$ cat config.mk
export PLATFORM = sky130hd
export DESIGN_NAME = johnson_phase_decoder
export DESIGN_NICKNAME = d
export VERILOG_FILES = /design/src/rtl/johnson_pkg.sv /design/src/rtl/johnson_code_lut.sv /design/src/rtl/johnson_phase_decoder.sv
export SDC_FILE = /design/constraint.sdc
export NUM_CORES = 1
export LEC_CHECK = 0
export ABC_AREA = 1
export ABC_CLOCK_PERIOD_IN_PS = 1700
export BUFFER_PORTS_ARGS = -buffer_cell sky130_fd_sc_hd__buf_2
export CAP_MARGIN = 20
export CORE_MARGIN = 3
export CORE_UTILIZATION = 40
export DETAILED_ROUTE_END_ITERATION = 10
export SYNTH_ARGS = -nofsm -noshare
export SYNTH_HDL_FRONTEND = slang
export SYNTH_SLANG_ARGS = --single-unit
$ cat constraint.sdc
create_clock -name CLK1 -period 1.7 [get_ports CLK1]
set_clock_uncertainty 0.1 [all_clocks]
set_input_delay 0.34 -clock CLK1 [delete_from_list [all_inputs] [get_ports CLK1]]
set_output_delay 0.34 -clock CLK1 [all_outputs]
set_load 0.02 [all_outputs]
$ cat src/rtl/johnson_pkg.sv
// johnson_pkg: legal Johnson codes, lock FSM encoding and code helpers
package johnson_pkg;
  localparam logic [7:0][3:0] CODES = {4'b0001, 4'b0011, 4'b0111, 4'b1111,
                                       4'b1110, 4'b1100, 4'b1000, 4'b0000};
  typedef enum logic [1:0] {ACQUIRE = 2'd0, TRACK = 2'd1, LOCKED = 2'd2} lock_state_t;
  function automatic logic [3:0] code_to_idx(input logic [3:0] code);
    logic [3:0] r;
    r = 4'b0;
    for (int i = 0; i < 8; i++) if (code == CODES[3'(i)]) r = {1'b1, 3'(i)};
    return r;
  endfunction
  function automatic logic [3:0] next_code(input logic [3:0] code);
    logic [3:0] r;
    r = code_to_idx(code);
    return CODES[r[2:0] + 3'd1];
  endfunction
endpackage

$ cat src/rtl/johnson_code_lut.sv
// johnson_code_lut: combinational Johnson code to valid/index/one-hot lookup
module johnson_code_lut
  import johnson_pkg::*;
(
  input  logic [3:0] code,
  output logic       valid,
  output logic [2:0] idx,
  output logic [7:0] onehot
);
  logic [3:0] r;
  always_comb begin
    r = code_to_idx(code);
    valid = r[3];
    idx = r[2:0];
    onehot = r[3] ? 8'b1 << r[2:0] : 8'b0;
  end
endmodule

$ cat src/rtl/johnson_phase_decoder.sv
// johnson_phase_decoder: registers a Johnson code, decodes phase, checks sequence, tracks lock and revolutions
module johnson_phase_decoder
  import johnson_pkg::*;
#(
  parameter int LOCK_LEN = 8,
  parameter int REV_W = 8
) (
  input  logic             CLK1,
  input  logic             reset,
  input  logic             Q1,
  input  logic             Q2,
  input  logic             Q3,
  input  logic             Q4,
  input  logic             err_clr,
  output logic [7:0]       phase,
  output logic [2:0]       phase_idx,
  output logic             code_valid,
  output logic             wrap,
  output logic [REV_W-1:0] rev_count,
  output logic             lock,
  output logic             err,
  output logic             err_sticky
);
  logic [3:0] cur, prev;
  logic cur_v, prev_v;
  logic cur_ok, prev_ok;
  logic [2:0] cur_idx, prev_idx;
  logic [7:0] cur_oh, prev_oh;
  lock_state_t state, state_n;
  logic [7:0] step_cnt, cnt_n;
  logic chk, hold, step, bad, err_set, wrap_n;
  johnson_code_lut u_cur (.code(cur), .valid(cur_ok), .idx(cur_idx), .onehot(cur_oh));
  johnson_code_lut u_prev (.code(prev), .valid(prev_ok), .idx(prev_idx), .onehot(prev_oh));
  // Steps are only judged against a legal predecessor; after an illegal code the FSM restarts from ACQUIRE anyway
  assign chk = cur_v & prev_v & prev_ok;
  assign hold = cur_ok & (cur_oh == prev_oh);
  assign step = cur_ok & (cur == next_code(prev));
  assign bad = ~(hold | step);
  assign lock = state == LOCKED;
  always_comb begin
    state_n = state;
    cnt_n = step_cnt;
    err_set = 1'b0;
    wrap_n = chk & step & (prev_idx == 3'd7) & (state != ACQUIRE);
    if (state == ACQUIRE) begin
      state_n = cur_v & cur_ok ? TRACK : ACQUIRE;
      cnt_n = 8'd0;
      err_set = cur_v & ~cur_ok;
    end else if (chk & bad) begin
      state_n = ACQUIRE;
      cnt_n = 8'd0;
      err_set = 1'b1;
    end else if (chk & step & (state == TRACK)) begin
      cnt_n = step_cnt + 8'd1;
      state_n = cnt_n == 8'(LOCK_LEN) ? LOCKED : TRACK;
    end
  end
  always_ff @(posedge CLK1 or posedge reset) begin
    if (reset) begin
      cur <= 4'b0;
      prev <= 4'b0;
      cur_v <= 1'b0;
      prev_v <= 1'b0;
      state <= ACQUIRE;
      step_cnt <= 8'd0;
      phase <= 8'b0;
      phase_idx <= 3'd0;
      code_valid <= 1'b0;
      wrap <= 1'b0;
      rev_count <= '0;
      err <= 1'b0;
      err_sticky <= 1'b0;
    end else begin
      cur <= {Q1, Q2, Q3, Q4};
      prev <= cur;
      cur_v <= 1'b1;
      prev_v <= cur_v;
      state <= state_n;
      step_cnt <= cnt_n;
      phase <= cur_v ? cur_oh : 8'b0;
      phase_idx <= cur_v ? cur_idx : 3'd0;
      code_valid <= cur_v & cur_ok;
      wrap <= wrap_n;
      rev_count <= rev_count + REV_W'(wrap_n);
      err <= err_set;
      err_sticky <= err_set | (err_sticky & ~err_clr);
    end
  end
endmodule
==> impl_metrics.json <==
{
  "antenna_violations_before_repair": 0,
  "rsz0062_at_grt": "true",
  "worst_ep_required_time_ps": 1850,
  "psw_uw": 331,
  "drt-vias-per-instance": 4.71,
  "fraction_of_layout_cells_with_a_size_suffix_above_1_pct": 33.9,
  "synthToLayoutAreaGrowth_pct": 22.3,
  "mapped_cells": 135,
  "dpl.cell_count": 187,
  "synth_top_area_share_pct": 52.5,
  "nNetsFinal": 180,
  "gp_congestion": 0.734,
  "total_of_max_cap_violations": 0,
  "route.detailed.drc": 0,
  "num_vias": 937,
  "switching_share_pct": 25.7,
  "timing.fmax_mhz": 586,
  "leakage_uw": 0.000748,
  "wl_met3_um": 97,
  "final.hold.worst_slack_ps": 7.48,
  "grt_pass1_vias": 895,
  "post_synth_num_cell_types": 20,
  "cts_made_buffers": 3,
  "portBuffers": 22,
  "cts_htree_levels": 1,
  "critPathMaxStageDelay_ps": 400,
  "critical_path.max_fanout": 2,
  "failed_checks": "negative setup slack",
  "synth.ff_latch_count": 26,
  "cts_max_path_buffers": 2,
  "final.period_utilization_pct": 100,
  "internal-power_uw": 956,
  "antenna_cells": 0,
  "clkLatencyLatePin_ps": 320,
  "worst-endpoint-arrival_ps": 1860,
  "globalRouteTotalUtil_pct": 13.8,
  "timing_hold_violations_final": 0,
  "die_width_um": 61.7,
  "status": "complete, but fails checks",
  "wirelength_met1_um": 1050,
  "drtIter0Drc": 20,
  "maxUsedRoutingLayer": "met4",
  "setup_slack_of_the_most_critical_reg_to_reg_path_ps": -6,
  "routed_wl_um": 2280,
  "place_hpwl_um": 1650,
  "crit_path_cell_trace": "nor2_2, nand3_1, nor2_2, ha_2, nand3_2, nor2_2, nand4_1, xnor2_1",
  "global_route_wire_length_before_repair_um": 3840,
  "critical_path.most_common_cell": "sky130_fd_sc_hd__nor2_2",
  "p_comb_share_pct": 12.2,
  "hold_class": "in -> reg",
  "clock_transition_at_the_register_clock_pins_on_the_worst_setup_and_hold_paths_after_cts_ps": 140,
  "synth-seq-area-share_pct": 52.5,
  "power_frac_clock_pct": 33.1,
  "clk_root_buffer_cell": "sky130_fd_sc_hd__clkbuf_4",
  "synth_top_cells_by_area": "sky130_fd_sc_hd__dfrtp_1, sky130_fd_sc_hd__nand2_1, sky130_fd_sc_hd__buf_4, sky130_fd_sc_hd__inv_1, sky130_fd_sc_hd__nor2_1",
  "detail_route.wl_per_cell_um": 11.4,
  "pin_count_of_the_biggest_net_entering_global_routing": 27,
  "cts_tree": "built",
  "peakVddDrop_v": 0.000538,
  "gr-total-overflow": 0,
  "dr.pass1.iters": 4,
  "post-synth-top-area-cell": "sky130_fd_sc_hd__dfrtp_1",
  "final-instance-count-excl-fill": 199,
  "syn-cell-area_mm2": 0.00124,
  "post-route-worst-setup-slack_ps": -6.36,
  "setup_viol": 1,
  "floorplan.initialDensity_pct": 43.5,
  "critPathKind": "reg -> reg",
  "num_io_pins": 31,
  "power.share.sequential_pct": 54.6,
  "slowest_stage": "sky130_fd_sc_hd__dfrtp_1",
  "ant_nets": 0,
  "post-route-util_pct": 53.2,
  "clkSinkCount": 26,
  "placement_rows": 19,
  "floorplan.die.height_um": 61.7,
  "startpoint_type": "flip-flop",
  "avgSynthCellArea_um2": 9.18,
  "placeable_core_area_mm2": 0.00285,
  "power_density_cells_mw_per_mm2": 848,
  "number_of_warnings_reported_in_the_yosys_synthesis_log": 0,
  "detailedPlace.worstSlack_ps": -6.00,
  "routed_wire_length_on_met2_um": 1100,
  "die_area_mm2": 0.00380,
  "report.final.slew_viol_count": 0,
  "setup.worst_path.end_class": "flip-flop",
  "final.min_clock_period_ps": 1710
}
-- worst max-delay path: cells and delay by family, from the launching register on --
family                   cells  cell delay (ps)
XOR/XNOR                     1              190
adder cells (fa/ha/maj)      1              230
AND/OR/NAND/NOR              6              700
flip-flops                   1              400
-- synthesized netlist by cell type, drive strengths merged --
cell,number
a21oi,1
nand2,27
dfrtp,26
clkinv,1
o22ai,6
inv,16
nand3,11
xnor2,3
o21ai,3
xor2,3
buf,12
ha,4
nand4,4
conb,2
nor2,16
-- state kept, by name, summed over array words and instances (netlist names) --
| signal | flops |
|---|---|
| rev_count | 8 |
| step_cnt | 8 |
| cur | 4 |
| state | 2 |
| cur_v | 1 |
| err_sticky | 1 |
| phase_idx | 1 |
| wrap | 1 |
-- metal layers --
metal | GRT usage [%] | up-vias
li1 | - | 468
met1 | 17.4 | 438
met2 | 23.0 | 27
met3 | 1.89 | 4
met4 | 6.97 | 0
met5 | 0 | -
-- repair_timing --
item | CTS | global route
endpoints found under the setup margin | 2 | 6
resized for setup | 2 | 11
pin swaps | 0 | 7
setup buffers | 1 | 4
hold buffers | 3 | 0
hold endpoints to repair | 28 | 0
-- power groups by stage --
| stage | logic [uW] | clock network (uW) | registers (uW) |
|---|---|---|---|
| 6_report | 158 | 426 | 703 |
| 3_3_place_gp | 143 | 0 | 706 |
| 2_1_floorplan | 89.9 | 0 | 725 |
| 5_1_grt | 183 | 466 | 712 |
| 4_1_cts | 155 | 440 | 695 |
| 3_5_place_dp | 145 | 0 | 706 |
-- placed cells by master (no fill, tap or decap), types with 4 or more instances in the layout --
| cell type | Yosys | layout |
|---|---|---|
| sky130_fd_sc_hd__buf_2 | 0 | 22 |
| sky130_fd_sc_hd__nand3_2 | 2 | 4 |
| sky130_fd_sc_hd__dfrtp_1 | 26 | 23 |
| sky130_fd_sc_hd__nand3_1 | 9 | 7 |
| sky130_fd_sc_hd__buf_4 | 12 | 9 |
| sky130_fd_sc_hd__o22ai_1 | 6 | 6 |
| sky130_fd_sc_hd__nor2_1 | 14 | 9 |
| sky130_fd_sc_hd__nand2_1 | 25 | 25 |
| sky130_fd_sc_hd__nor2_2 | 2 | 7 |
| sky130_fd_sc_hd__inv_1 | 14 | 13 |
| sky130_fd_sc_hd__conb_1 | 2 | 9 |
-- logic make-up after synthesis --
kind of cell	after synthesis	synth area share (%)
adder cells (fa/ha/maj)	4	4.04
AO/OA/AOI/OAI	10	4.64
AND/OR/NAND/NOR	58	21.6
other	2	0.606
XOR/XNOR	6	4.24
flip-flops	26	52.5
buffers and inverters	29	12.4
-- through the flow --
step	power, uW	setup TNS (ps)	cell area, um2
2_1_floorplan	814	0	1270
3_3_place_gp	849	0	1360
3_5_place_dp	852	-6.00	1360
4_1_cts	1290	0	1450
5_1_grt	1360	-179	1520
6_report	1290	-6.36	1520
-- cell type report --
class | instances | area (um2)
clock buffer | 3 | 22.5
timing repair buffer | 34 | 208
inverter | 17 | 63.8
fill | 244 | 1340
tap | 31 | 38.8
multi-input combinational | 87 | 499
sequential | 26 | 654
clock inverter | 1 | 30.0
-- path summary, 6_finish.rpt --
path | depth (start not counted) | end | start
worst max register to register | 8 | rev_count[7] | cur[3]
worst min-delay path | 1 | cur[2] | Q2
min in group asynchronous | 4 | rev_count[5] | reset
max in group asynchronous | 4 | step_cnt[0] | reset
worst min register to register | 0 | phase_idx[1] | cur_v
worst max-delay path | 8 | rev_count[7] | cur[3]
Power figures use the tool's default switching activity.
